File: src/rtl/mult_host_ctrl_if.sv
// Bundles the client request/response handshake and the processor412
// start/ready and data-memory port of the multiply host controller.
interface mult_host_ctrl_if #(
    parameter int unsigned AW = 9,
    parameter int unsigned DW = 32
) ();
    // Client side
    logic          req_valid;
    logic          req_ready;
    logic [DW-1:0] req_a;
    logic [DW-1:0] req_b;
    logic          rsp_valid;
    logic [2*DW-1:0] rsp_prod;
    logic          rsp_err;
    logic          busy;
    // Processor side
    logic          start;
    logic          ready;
    logic          dcen;
    logic          dwen;
    logic [AW-1:0] dadr;
    logic [DW-1:0] dinp;
    logic [DW-1:0] dout;

    // The controller itself
    modport master (
        input  req_valid, req_a, req_b, ready, dout,
        output req_ready, rsp_valid, rsp_prod, rsp_err, busy,
        output start, dcen, dwen, dadr, dinp
    );

    // Client plus processor seen as one environment
    modport slave (
        output req_valid, req_a, req_b, ready, dout,
        input  req_ready, rsp_valid, rsp_prod, rsp_err, busy,
        input  start, dcen, dwen, dadr, dinp
    );
endinterface

File: src/rtl/mult_host_ctrl.sv
// Host-side initiator for the processor412 multiply engine: writes two
// operands into processor dmem, pulses start, waits for a fresh rising edge
// on ready (bounded by TIMEOUT), then reads back the 64-bit product.
module mult_host_ctrl #(
    parameter int unsigned AW      = 9,
    parameter int unsigned DW      = 32,
    parameter int unsigned OPA_ADR = 0,
    parameter int unsigned OPB_ADR = 1,
    parameter int unsigned RHI_ADR = 2,
    parameter int unsigned RLO_ADR = 3,
    parameter int unsigned TIMEOUT = 1024
) (
    input logic              ck,
    input logic              rb,
    mult_host_ctrl_if.master bus
);
    localparam int unsigned TW = $clog2(TIMEOUT);

    typedef enum logic [3:0] {
        StIdle, StWrA, StWrB, StStart, StWait, StRdHi, StRdLo, StRdCap, StDone, StErr
    } state_e;

    state_e          state_q, state_d;
    logic [DW-1:0]   opa_q, opa_d;
    logic [DW-1:0]   opb_q, opb_d;
    logic [DW-1:0]   hi_q, hi_d;
    logic [2*DW-1:0] prod_q, prod_d;
    logic [TW-1:0]   timer_q, timer_d;
    logic            ready_q;
    logic            rise;
    logic            start_q, start_d;
    logic            dcen_q, dcen_d;
    logic            dwen_q, dwen_d;
    logic [AW-1:0]   dadr_q, dadr_d;
    logic [DW-1:0]   dinp_q, dinp_d;

    // Only a fresh low-to-high transition counts as completion.
    assign rise = bus.ready & ~ready_q;

    // Next state, datapath captures, and processor-side outputs decoded from the next state
    // so that every processor-facing signal comes straight from a flop.
    always_comb begin
        state_d = state_q;
        opa_d   = opa_q;
        opb_d   = opb_q;
        hi_d    = hi_q;
        prod_d  = prod_q;
        timer_d = timer_q;
        case (state_q)
            StIdle: begin
                if (bus.req_valid) begin
                    opa_d   = bus.req_a;
                    opb_d   = bus.req_b;
                    state_d = StWrA;
                end
            end
            StWrA:   state_d = StWrB;
            StWrB:   state_d = StStart;
            StStart: begin
                timer_d = '0;
                state_d = StWait;
            end
            StWait: begin
                if (rise) begin
                    state_d = StRdHi;
                end else if (timer_q == TW'(TIMEOUT - 1)) begin
                    prod_d  = '0;
                    state_d = StErr;
                end else begin
                    timer_d = timer_q + TW'(1);
                end
            end
            StRdHi:  state_d = StRdLo;
            StRdLo: begin
                hi_d    = bus.dout;
                state_d = StRdCap;
            end
            StRdCap: begin
                prod_d  = {hi_q, bus.dout};
                state_d = StDone;
            end
            StDone:  state_d = StIdle;
            StErr:   state_d = StIdle;
            default: state_d = StIdle;
        endcase

        start_d = 1'b0;
        dcen_d  = 1'b0;
        dwen_d  = 1'b0;
        dadr_d  = '0;
        dinp_d  = '0;
        case (state_d)
            StWrA: begin
                dcen_d = 1'b1;
                dwen_d = 1'b1;
                dadr_d = AW'(OPA_ADR);
                dinp_d = opa_d;
            end
            StWrB: begin
                dcen_d = 1'b1;
                dwen_d = 1'b1;
                dadr_d = AW'(OPB_ADR);
                dinp_d = opb_d;
            end
            StStart: start_d = 1'b1;
            StRdHi: begin
                dcen_d = 1'b1;
                dadr_d = AW'(RHI_ADR);
            end
            StRdLo: begin
                dcen_d = 1'b1;
                dadr_d = AW'(RLO_ADR);
            end
            default: ;
        endcase
    end

    // State, datapath and registered processor-side outputs; reset aborts any operation.
    always_ff @(posedge ck or negedge rb) begin
        if (!rb) begin
            state_q <= StIdle;
            opa_q   <= '0;
            opb_q   <= '0;
            hi_q    <= '0;
            prod_q  <= '0;
            timer_q <= '0;
            ready_q <= 1'b0;
            start_q <= 1'b0;
            dcen_q  <= 1'b0;
            dwen_q  <= 1'b0;
            dadr_q  <= '0;
            dinp_q  <= '0;
        end else begin
            state_q <= state_d;
            opa_q   <= opa_d;
            opb_q   <= opb_d;
            hi_q    <= hi_d;
            prod_q  <= prod_d;
            timer_q <= timer_d;
            ready_q <= bus.ready;
            start_q <= start_d;
            dcen_q  <= dcen_d;
            dwen_q  <= dwen_d;
            dadr_q  <= dadr_d;
            dinp_q  <= dinp_d;
        end
    end

    assign bus.req_ready = (state_q == StIdle);
    assign bus.busy      = (state_q != StIdle);
    assign bus.rsp_valid = (state_q == StDone) || (state_q == StErr);
    assign bus.rsp_err   = (state_q == StErr);
    assign bus.rsp_prod  = prod_q;
    assign bus.start     = start_q;
    assign bus.dcen      = dcen_q;
    assign bus.dwen      = dwen_q;
    assign bus.dadr      = dadr_q;
    assign bus.dinp      = dinp_q;
endmodule

File: src/flat_wrapper.sv
// flat-port wrapper written by rule: the top's interface ports become plain ports
module mult_host_ctrl_flat 
#(
    parameter int unsigned AW      = 9,
    parameter int unsigned DW      = 32,
    parameter int unsigned OPA_ADR = 0,
    parameter int unsigned OPB_ADR = 1,
    parameter int unsigned RHI_ADR = 2,
    parameter int unsigned RLO_ADR = 3,
    parameter int unsigned TIMEOUT = 1024
)
  (ck, rb, bus_req_valid, bus_req_a, bus_req_b, bus_ready, bus_dout, bus_req_ready, bus_rsp_valid, bus_rsp_prod, bus_rsp_err, bus_busy, bus_start, bus_dcen, bus_dwen, bus_dadr, bus_dinp);
  mult_host_ctrl_if #(.AW(AW), .DW(DW)) bus_i ();
  input logic ck;
  input logic rb;
  input wire logic [$bits(bus_i.req_valid)-1:0] bus_req_valid;
  input wire logic [$bits(bus_i.req_a)-1:0] bus_req_a;
  input wire logic [$bits(bus_i.req_b)-1:0] bus_req_b;
  input wire logic [$bits(bus_i.ready)-1:0] bus_ready;
  input wire logic [$bits(bus_i.dout)-1:0] bus_dout;
  output wire logic [$bits(bus_i.req_ready)-1:0] bus_req_ready;
  output wire logic [$bits(bus_i.rsp_valid)-1:0] bus_rsp_valid;
  output wire logic [$bits(bus_i.rsp_prod)-1:0] bus_rsp_prod;
  output wire logic [$bits(bus_i.rsp_err)-1:0] bus_rsp_err;
  output wire logic [$bits(bus_i.busy)-1:0] bus_busy;
  output wire logic [$bits(bus_i.start)-1:0] bus_start;
  output wire logic [$bits(bus_i.dcen)-1:0] bus_dcen;
  output wire logic [$bits(bus_i.dwen)-1:0] bus_dwen;
  output wire logic [$bits(bus_i.dadr)-1:0] bus_dadr;
  output wire logic [$bits(bus_i.dinp)-1:0] bus_dinp;
  assign bus_i.req_valid = bus_req_valid;
  assign bus_i.req_a = bus_req_a;
  assign bus_i.req_b = bus_req_b;
  assign bus_i.ready = bus_ready;
  assign bus_i.dout = bus_dout;
  assign bus_req_ready = bus_i.req_ready;
  assign bus_rsp_valid = bus_i.rsp_valid;
  assign bus_rsp_prod = bus_i.rsp_prod;
  assign bus_rsp_err = bus_i.rsp_err;
  assign bus_busy = bus_i.busy;
  assign bus_start = bus_i.start;
  assign bus_dcen = bus_i.dcen;
  assign bus_dwen = bus_i.dwen;
  assign bus_dadr = bus_i.dadr;
  assign bus_dinp = bus_i.dinp;
  mult_host_ctrl #(.AW(AW), .DW(DW), .OPA_ADR(OPA_ADR), .OPB_ADR(OPB_ADR), .RHI_ADR(RHI_ADR), .RLO_ADR(RLO_ADR), .TIMEOUT(TIMEOUT)) u_core (.ck(ck), .rb(rb), .bus(bus_i));
endmodule
File: config.mk
export PLATFORM = sky130hd
export DESIGN_NAME = mult_host_ctrl_flat
export DESIGN_NICKNAME = d
export VERILOG_FILES = /design/src/rtl/mult_host_ctrl_if.sv /design/src/rtl/mult_host_ctrl.sv /design/src/flat_wrapper.sv
export SDC_FILE = /design/constraint.sdc
export NUM_CORES = 1
export LEC_CHECK = 0
export CORE_MARGIN = 2
export CORE_UTILIZATION = 49
export CTS_CLUSTER_SIZE = 8
export DETAILED_ROUTE_END_ITERATION = 12
export GPL_TIMING_DRIVEN = 1
export PLACE_DENSITY_LB_ADDON = 0.1
export RECOVER_POWER = 100
export SYNTH_ARGS = -nofsm -noshare
export SYNTH_HDL_FRONTEND = slang
export SYNTH_SLANG_ARGS = --single-unit
File: constraint.sdc
create_clock -name ck -period 5.3 [get_ports ck]
set_input_delay 1.06 -clock ck [delete_from_list [all_inputs] [get_ports ck]]
set_output_delay 1.06 -clock ck [all_outputs]
set_load 0.02 [all_outputs]
==> results of run 1 <==
==> registers in the layout, summed over array words and instances, names as in the netlist <==
name / count
u_core.bus.dcen: 1
u_core.bus.dwen: 1
u_core.hi_q: 32
u_core.bus.dinp: 32
u_core.bus.rsp_prod: 64
u_core.opb_q: 32
u_core.bus.dadr: 2
u_core.ready_q: 1
u_core.state_q: 4
u_core.timer_q: 10
u_core.bus.start: 1
==> worst max-delay path, delay by kind of cell <==
family | cells | cell delay (ps)
buffers and inverters | 2 | 1870
AND/OR/NAND/NOR | 2 | 470
AO/OA/AOI/OAI | 2 | 940
==> cells in the mapped netlist, types with 2 or more instances <==
library cell	n
clkbuf_1	16
and2_1	2
inv_1	3
nand2_1	12
nand4_1	4
buf_4	8
dfrtp_1	180
o21ai_0	2
buf_2	14
nand2b_1	5
a21oi_1	2
mux2_2	64
mux2i_1	5
a31oi_1	2
a22o_1	96
nand3_1	4
nor3_1	8
nor2_1	12
buf_1	4
nor2b_1	5
==> per-stage QoR <==
step                utilization  instances  hold WS [ps]  power (mW)
floorplan                     -        473           446        3.60
global placement          0.667        816           468        4.53
detailed placement        0.667        816           477        4.61
CTS                       0.710        848           491        5.86
global route              0.708        848           503        5.99
finish                    0.708        848           484        5.66
==> worst max-delay path by stage <==
stage / start / endpoint / slack (ps) / depth (start not counted)
after floorplan: bus_ready / u_core.timer_q[9]$_DFFE_PN0P_ / 2830 / 5
after global placement: bus_ready / u_core.bus.rsp_prod[15]$_DFFE_PN0P_ / 1940 / 6
after detailed placement: bus_ready / u_core.bus.rsp_prod[15]$_DFFE_PN0P_ / 1880 / 6
after CTS: u_core.state_q[3]$_DFF_PN0_ / bus_req_ready / 2080 / 2
after global routing: bus_ready / u_core.bus.rsp_prod[7]$_DFFE_PN0P_ / 1070 / 6
final: bus_ready / u_core.bus.rsp_prod[50]$_DFFE_PN0P_ / 1300 / 6
==> cells by family (layout without fill, tap and decap cells) <==
logic type,count (synthesis),after routing,share of synthesized area
flip-flops,180,180,0.665
AO/OA/AOI/OAI,109,109,0.137
multiplexers,69,69,0.114
AND/OR/NAND/NOR,60,60,0.0480
buffers and inverters,45,244,0.0319
XOR/XNOR,2,2,0.00258
adder cells (fa/ha/maj),1,1,0.00185
other,1,7,0.000553
==> metal layers <==
metal / track usage / share of wire / vias to the layer above
met1: 0.277 / 0.42 / 2259
met4: 0.0797 / 0.016 / 0
met2: 0.330 / 0.47 / 173
met5: 0 / 0 / -
met3: 0.0875 / 0.091 / 16
li1: - / - / 2094
==> area by class of cell <==
| type | count | area (um2) |
|---|---|---|
| clock buffer | 19 | 443 |
| sequential | 180 | 4500 |
| multi-input combinational | 248 | 2090 |
| timing repair buffer | 209 | 2080 |
| fill | 940 | 3910 |
| inverter | 3 | 11.3 |
| tap | 176 | 220 |
| clock inverter | 13 | 134 |
==> power by group through the flow <==
stage / Clock, mW / Sequential (mW) / Combinational [mW]
after CTS: 1.25 / 2.34 / 2.27
after detailed placement: 0 / 2.35 / 2.26
after global routing: 1.31 / 2.39 / 2.28
after global placement: 0 / 2.32 / 2.20
after floorplan: 0 / 2.65 / 0.948
final: 1.22 / 2.32 / 2.12
==> results by group, run 1 <==
Drt
  • Starting DRC count in detailed routing: 325
  • Pre-Repair DR Iteration Count: 4
  • Detail Route Antenna Nets: 0
  • Drt wl/cell: 17.9 um
  • Post-route DRC: 0
  • Routed vias/inst: 5.36
  • Total wire length: 15,200 um
  • Via count: 4,542

Logic synthesis
  • Ys async rst share: 1.00
  • Cell Area, Synth: 6780 um2
  • Yosys warning count: 0
  • Ranking of synthesized cells by area: dfrtp_1 (66%), a22o_1 (12%), mux2_2 (11%), buf_2 (1.0%), buf_4 (0.89%)
  • Synthesized area per cell: around 15 um2
  • Number of distinct library cells after synthesis: 39
  • #FFs+latches synth: 180
  • Synth Flop Type: dfrtp_1
  • Synth Instances: about 470
  • EDFF count, synth: 0
  • Largest area contributor in the netlist: dfrtp_1
  • Share of the synthesized area in the top cell type: 0.665
  • Post-synthesis sequential area ratio: 0.665

Setup path
  • WP data required: between 5000 and 6000 ps
  • Crit. End Element: flop
  • Crit path max fanout: 40
  • R2R depth: 3
  • WS Path Type: input pin to flop
  • Worst r2r src: u_core.state_q[3]$_DFF_PN0_
  • Crit-path cells: dlygate4sd3_1 -> nor2b_1 -> nor2b_1 -> a21oi_4 -> clkbuf_1 -> a22o_1
  • CP Launch Type: input pin
  • Critical path's slowest cell: clkbuf_1
  • Reg-to-reg critical path endpoint: u_core.hi_q[26]$_DFFE_PN0N_
  • CP max stage delay: 1330 ps
  • Flop-to-flop setup slack: 1730 ps
  • Critical path data arrival time: 4350 ps
  • Most used cell, CP: nor2b_1

Placement
  • Pre-CTS WS: 1880 ps
  • Hpwl dp: 10,200 um
  • Post-Place Cell Area: 8940 um2
  • IO buf count: 204
  • Final GP Congestion: 0.799

Final layout
  • Nets: 760
  • Commonest non-fill, non-tap cell in the layout: dfrtp_1
  • Layout area overhead: 40.0%
  • Layout cells sized above 1: 0.153
  • # diodes: 0
  • Post-route cell area: approximately 9500 um2
  • Commonest non-fill, non-tap cells in the layout: dfrtp_1 (180), dlygate4sd3_1 (106), clkdlybuf4s50_1 (97)

STA
  • Fin Setup TNS: 0 ps
  • RSZ-0062 raised after global routing: false
  • Crit share post-route: 0.756
  • Setup violators final: 0
  • Final hold violation count: 0
  • Max Slew Vio Count: 192
  • Least-Margin Pin Slew: 2920 ps
  • Minimum clock period: ~4000 ps
  • FMAX: 0.250 GHz
  • Max-slew headroom: -0.944
  • Crit path setup slack, layout: 1300 ps
  • Post-route clock skew: 7.30 ps

Pwr
  • Sequential power share: 0.410
  • Comb pwr share: 0.375
  • Leakage power: between 4 and 5 nW
  • PwrDens: 596 nW/um2
  • Clock network power share: 0.215
  • Internal power: 3.76 mW
  • P_sw: between 1.5 and 2 mW
  • Peak supply drop: around 0.00026 V
  • Switching Fraction: 0.336

Global routing
  • Largest net degree at the start of global routing: 119
  • First-pass GRT wire length: 24,300 um
  • Vias in the first global route: 4,660
  • GR Overflow Total: 0
  • Initial antenna violation count: 0
  • GRT Resource Usage Total: 0.215

Clocking
  • H-tree levels: 4
  • Clock-pin slew on the worst setup and hold paths: 60 ps
  • Cts repair resizes: 0
  • Clock buffer depth: 2
  • Post-CTS Setup Inserts: 0
  • Clk Latency, worst-skew pair: about 420 ps
  • Cts bufs inserted: 17
  • Clock root buffer: clkbuf_16
  • Clock sink count: 180
  • Post-CTS Hold Fix Bufs: 0
  • TritonCTS clock tree: built

Floorplanning
  • Die Area: around 15,000 um2
  • Chip Width: 122 um
  • Initial Util: 0.506
  • # IOs: 212
  • Die height: 122 um
  • Core ar.: about 13,000 um2
  • Num rows: 42

Run status
  • Outcome: complete, but fails checks
  • Failing checks: max-capacitance violations, max-slew violations

Worst hold path
  • Worst Hold Class: flop to flop
  • Worst Hold Endpoint: u_core.timer_q[6]$_DFFE_PN0P_
  • Worst min-delay path startpoint: u_core.timer_q[6]$_DFFE_PN0P_
  • Hold Path Stages: 1

Run
  • Max cap viols: 3
(Power assumes the default switching activity.)
==> inputs of run 2 (changes only) <==
CORE_UTILIZATION = 46   (was 49)
clock period = 4 ns   (was 5.3 ns; I/O delays follow)
==> run 2 against run 1 <==
Net effect: the flow still finishes with violations (max-capacitance violations, max-slew violations); die area is 6.3% higher; worst hold slack worse by 0.96 ps; clock power is 39% higher; critical endpoint is now bus_req_ready; largest cell class unchanged.
==> results by group, run 2 (synthesized netlist as in run 1, its figures left out) <==
Final layout
  • Nets: approximately 760
  • Flip-flop count of the largest register, all copies and words added: 64
  • Commonest non-fill, non-tap cell in the layout: dfrtp_1
  • Layout area overhead: 40.8%
  • Post-layout util: 0.659
  • Number of fillers in the final layout: around 1,100
  • Layout cells sized above 1: 0.156
  • Commonest non-fill, non-tap cells in the layout: dfrtp_1 (180), dlygate4sd3_1 (106), clkdlybuf4s50_1 (97)
  • # diodes: 0
  • Post-route cell area: 9550 um2

Worst hold path
  • Worst Hold Class: flop to flop

Clocking
  • Clock-pin slew on the worst setup and hold paths: 60 ps
  • Post-CTS Hold Fix Bufs: 0
  • Cts bufs inserted: 17
  • Cts repair resizes: 0
  • Clock buffer depth: 2
  • Clk Latency, worst-skew pair: 420 ps
  • Clock sink count: 180
  • TritonCTS clock tree: built
  • H-tree levels: 4
  • Post-CTS Setup Inserts: 0
  • Clock root buffer: clkbuf_16

Setup path
  • CP max stage delay: 750 ps
  • Crit path max fanout: 15
  • WS Path Type: flop to output pin
  • Crit-path cells: nor4_1 -> dlygate4sd3_1
  • Critical path's slowest cell: dlygate4sd3_1
  • Crit. End Element: output pin
  • Critical path data arrival time: 2170 ps
  • CP Launch Type: flop
  • WP data required: 3200 ps

Global routing
  • Initial antenna violation count: 0
  • GRT Resource Usage Total: 0.199
  • Largest net degree at the start of global routing: 88
  • First-pass GRT wire length: between 20,000 and 25,000 um
  • GR Overflow Total: 0
  • Vias in the first global route: around 4,700

Drt
  • Pre-Repair DR Iteration Count: 6
  • Via count: 4,571
  • Detail Route Antenna Nets: 0
  • Total wire length: 15,200 um
  • Post-route DRC: 0
  • Routed vias/inst: 5.33
  • Drt wl/cell: between 15 and 20 um
  • Starting DRC count in detailed routing: 217

Pwr
  • Leakage power: 4.45 nW
  • PwrDens: 793 nW/um2
  • Peak supply drop: ~0.00033 V
  • Total power: 7.57 mW

STA
  • Max Slew Vio Count: 79
  • Max-slew headroom: -0.663
  • Least-Margin Pin Slew: roughly 2500 ps
  • Minimum clock period: 2970 ps
  • Post-route clock skew: 7.73 ps
  • Fin Setup TNS: 0 ps
  • Final hold violation count: 0
  • Crit share post-route: 0.743
  • Setup violators final: 0
  • FMAX: 0.336 GHz
  • Crit path setup slack, layout: roughly 1000 ps
  • RSZ-0062 raised after global routing: false

Placement
  • IO buf count: about 200
  • Hpwl dp: 10,500 um
  • Pre-CTS WS: 1200 ps
  • Post-Place Cell Area: 8970 um2
  • Final GP Congestion: 0.778

Floorplanning
  • Num rows: 44
  • Die height: 125 um
  • Core ar.: roughly 14,000 um2
  • Chip Width: 125 um
  • Die Area: 15,700 um2
  • Initial Util: 0.468
  • # IOs: 212

Run status
  • Failing checks: max-capacitance violations, max-slew violations
  • Outcome: complete, but fails checks

Run
  • Max cap viols: 2
## run 2: cell types whose count changed in the layout (fill, tap and decap cells not counted), sizes merged
cell and change:
buf +2, bufinv +1, clkbuf +2, clkinv -4, clkinvlp +1
## run 2: worst max-delay path: cells and delay by family, from the launching register on
kind	cells	cell delay, ps
buffers and inverters	1	750
DFF	1	540
and+or+nand+nor	1	460
## run 2: final cells by class
type	count	area, um2	share of cell area
clock buffers	21	460	0.0482
clock inverters	11	151	0.0159
inverters	3	11.3	0.00118
multi-input cells	248	2090	0.219
flip-flops and latches	180	4500	0.472
well taps	184	230	0.0241
repair buffers	211	2100	0.220
## run 2: power by group
part / switching, mW / internal, mW
registers: 0.446 / 2.62
clock network: 0.681 / 1.02
logic: 1.38 / 1.42
total: 2.50 / 5.07
## run 2: worst paths after layout
| path | startpoint | to | cells after the start | slack (ps) |
|---|---|---|---|---|
| worst max-delay path | u_core.state_q[3]$_DFF_PN0_ | bus_req_ready | 2 | 1030 |
| worst min-delay path | u_core.timer_q[6]$_DFFE_PN0P_ | u_core.timer_q[6]$_DFFE_PN0P_ | 1 | 480 |
| worst max register to register | u_core.state_q[2]$_DFF_PN0_ | u_core.bus.rsp_prod[53]$_DFFE_PN0P_ | 5 | 1100 |
| worst min register to register | u_core.timer_q[6]$_DFFE_PN0P_ | u_core.timer_q[6]$_DFFE_PN0P_ | 1 | 480 |
| max in group asynchronous | rb | u_core.bus.rsp_prod[23]$_DFFE_PN0P_ | 2 | 1180 |
| min in group asynchronous | rb | u_core.hi_q[10]$_DFFE_PN0N_ | 1 | 1150 |
## run 2: per-stage QoR
| stage | std cells | hold slack [ps] |
|---|---|---|
| after detailed placement | 826 | 475 |
| after CTS | 858 | 303 |
| after global placement | 826 | 465 |
| after global routing | 858 | 497 |
| after floorplan | 473 | 446 |
| final | 858 | 483 |
## run 2: per-layer routing
layer  GRT usage  up-vias  routed length (um)
li1            -     2091                   -
met1       0.244     2313                6150
met2       0.316      160                7560
met3      0.0950        7                1410
met4      0.0582        0                  84
met5           0        -                   0
==> inputs of run 3 (changes only) <==
clock period = 2.8 ns   (was 4 ns; I/O delays follow)
==> run 3 against run 2 <==
Net effect: the run still ends with max-capacitance violations, max-slew violations left; utilization is essentially flat; sequential power rose by 42%; critical endpoint unchanged; wire length is 1.3% higher; sequential share of layout area about the same; non-clock buffer count up 1.
==> results by group, run 3 (synthesized netlist as in run 1, its figures left out) <==
STA
  • Final hold violation count: 0
  • Fin Setup TNS: 0 ps
  • Crit share post-route: 0.937
  • FMAX: 0.381 GHz
  • Max Slew Vio Count: 75
  • RSZ-0062 raised after global routing: false
  • Setup violators final: 0
  • Max-slew headroom: -0.231
  • Least-Margin Pin Slew: roughly 1800 ps
  • Minimum clock period: 2620 ps
  • Crit path setup slack, layout: 176 ps
  • Post-route clock skew: 7.49 ps

Setup path
  • Critical path data arrival time: 2060 ps
  • CP Launch Type: flop
  • WS Path Type: flop to output pin
  • WP data required: 2240 ps
  • Crit. End Element: output pin
  • Crit path max fanout: 15

Final layout
  • Layout cells sized above 1: 0.159
  • Final non-filler cell total: 856
  • Number of fillers in the final layout: 1,083
  • Area occupied by multi-input gates: 2100 um2
  • Layout area overhead: 40.9%
  • FF/Latch Area: approximately 4500 um2
  • Flip-flop count of the largest register, all copies and words added: 64
  • Post-route cell area: 9550 um2
  • Commonest non-fill, non-tap cells in the layout: dfrtp_1 (180), dlygate4sd3_1 (106), clkdlybuf4s50_1 (97)
  • Nets: 763
  • Commonest non-fill, non-tap cell in the layout: dfrtp_1
  • # diodes: 0

Drt
  • Via count: 4,579
  • Detail Route Antenna Nets: 0
  • Total wire length: 15,400 um
  • Detailed-routed wire length on met2: 7330 um
  • Pre-Repair DR Iteration Count: 4
  • Drt wl/cell: approximately 18 um
  • Routed vias/inst: 5.35
  • Starting DRC count in detailed routing: 245
  • Met3 WL: 1530 um
  • Post-route DRC: 0
  • Top Metal Used: met4
  • Metal-1 WL: 6330 um

Floorplanning
  • Die height: 125 um
  • Num rows: 44
  • # IOs: 212
  • Initial Util: 0.468
  • Core ar.: approximately 14,000 um2
  • Chip Width: about 130 um
  • Die Area: approximately 16,000 um2

Clocking
  • Post-CTS Hold Fix Bufs: 0
  • Cts bufs inserted: 17
  • TritonCTS clock tree: built
  • Post-CTS Setup Inserts: 0
  • Clock root buffer: clkbuf_16
  • Cts repair resizes: 0
  • Clk Latency, worst-skew pair: 430 ps
  • Clock sink count: 180
  • Clock-pin slew on the worst setup and hold paths: around 60 ps
  • H-tree levels: 4
  • Clock buffer depth: 2

Global routing
  • First-pass GRT wire length: 24,800 um
  • Largest net degree at the start of global routing: 75
  • Initial antenna violation count: 0
  • GRT Resource Usage Total: 0.202
  • Vias in the first global route: 4,767
  • GR Overflow Total: 0

Placement
  • Final GP Congestion: 0.742
  • Hpwl dp: ~10,000 um
  • IO buf count: 204
  • Placed cells: 827
  • Pre-CTS WS: 325 ps
  • Post-Place Cell Area: between 9000 and 10,000 um2

Run status
  • Outcome: complete, but fails checks
  • Failing checks: max-capacitance violations, max-slew violations

Pwr
  • Leakage power: around 4.5 nW
  • Clock network power share: 0.223
  • Peak supply drop: 0.000487 V
  • Switching Fraction: 0.331
  • Comb pwr share: 0.373
  • PwrDens: 1130 nW/um2
  • Total power: 10.8 mW
  • P_sw: approximately 3.6 mW
  • Sequential power share: 0.404
  • Internal power: 7.25 mW

Worst hold path
  • Worst Hold Class: flop to flop

Run
  • Max cap viols: 1
==> run 3: changes by cell type in the layout (fill, tap and decap cells not counted), moves of 2 or more <==
cell      before  now
clkbuf_1       3    1
clkinv_4       2    0
clkbuf_4       0    3
clkbuf_2       1    3
buf_4          5    2
==> run 3: area by class of cell <==
class                      instances  share of cell area
timing repair buffer             212               0.220
multi-input combinational        248               0.220
sequential                       180               0.472
tap                              184              0.0241
inverter                           3             0.00118
clock buffer                      21              0.0493
clock inverter                     8              0.0132
==> run 3: routing by layer <==
metal,vias up,global-route usage
met5,-,0
met4,0,0.0562
met3,17,0.111
met2,154,0.314
met1,2323,0.247
li1,2085,-
==> run 3: final timing paths <==
check,from,endpoint,slack [ps],depth (start not counted)
min in group asynchronous,rb,u_core.timer_q[6]$_DFFE_PN0P_,640,1
min reg2reg,u_core.timer_q[6]$_DFFE_PN0P_,u_core.timer_q[6]$_DFFE_PN0P_,480,1
max,u_core.state_q[3]$_DFF_PN0_,bus_req_ready,180,2
min,u_core.timer_q[6]$_DFFE_PN0P_,u_core.timer_q[6]$_DFFE_PN0P_,480,1
max reg2reg,u_core.state_q[2]$_DFF_PN0_,u_core.timer_q[9]$_DFFE_PN0P_,440,5
max in group asynchronous,rb,u_core.bus.rsp_prod[28]$_DFFE_PN0P_,530,2
==> run 3: stage by stage <==
stage	utilization	hold WS, ps
CTS	0.664	187
floorplan	-	264
detailed placement	0.622	472
global placement	0.622	464
global route	0.660	507
finish	0.660	484
==> run 3: worst max-delay path, stage by stage, from the launching register on <==
cell and delay [ps]:
dfrtp_1 540, nor4_2 380, dlygate4sd3_1 720
==> run 3: power groups by stage <==
stage | Combinational [mW] | Sequential [mW] | Clock, mW
after floorplan | 1.79 | 5.02 | 0
final | 4.04 | 4.37 | 2.42
after detailed placement | 4.32 | 4.44 | 0
after CTS | 4.35 | 4.41 | 2.47
after global routing | 4.32 | 4.52 | 2.58
after global placement | 4.24 | 4.39 | 0
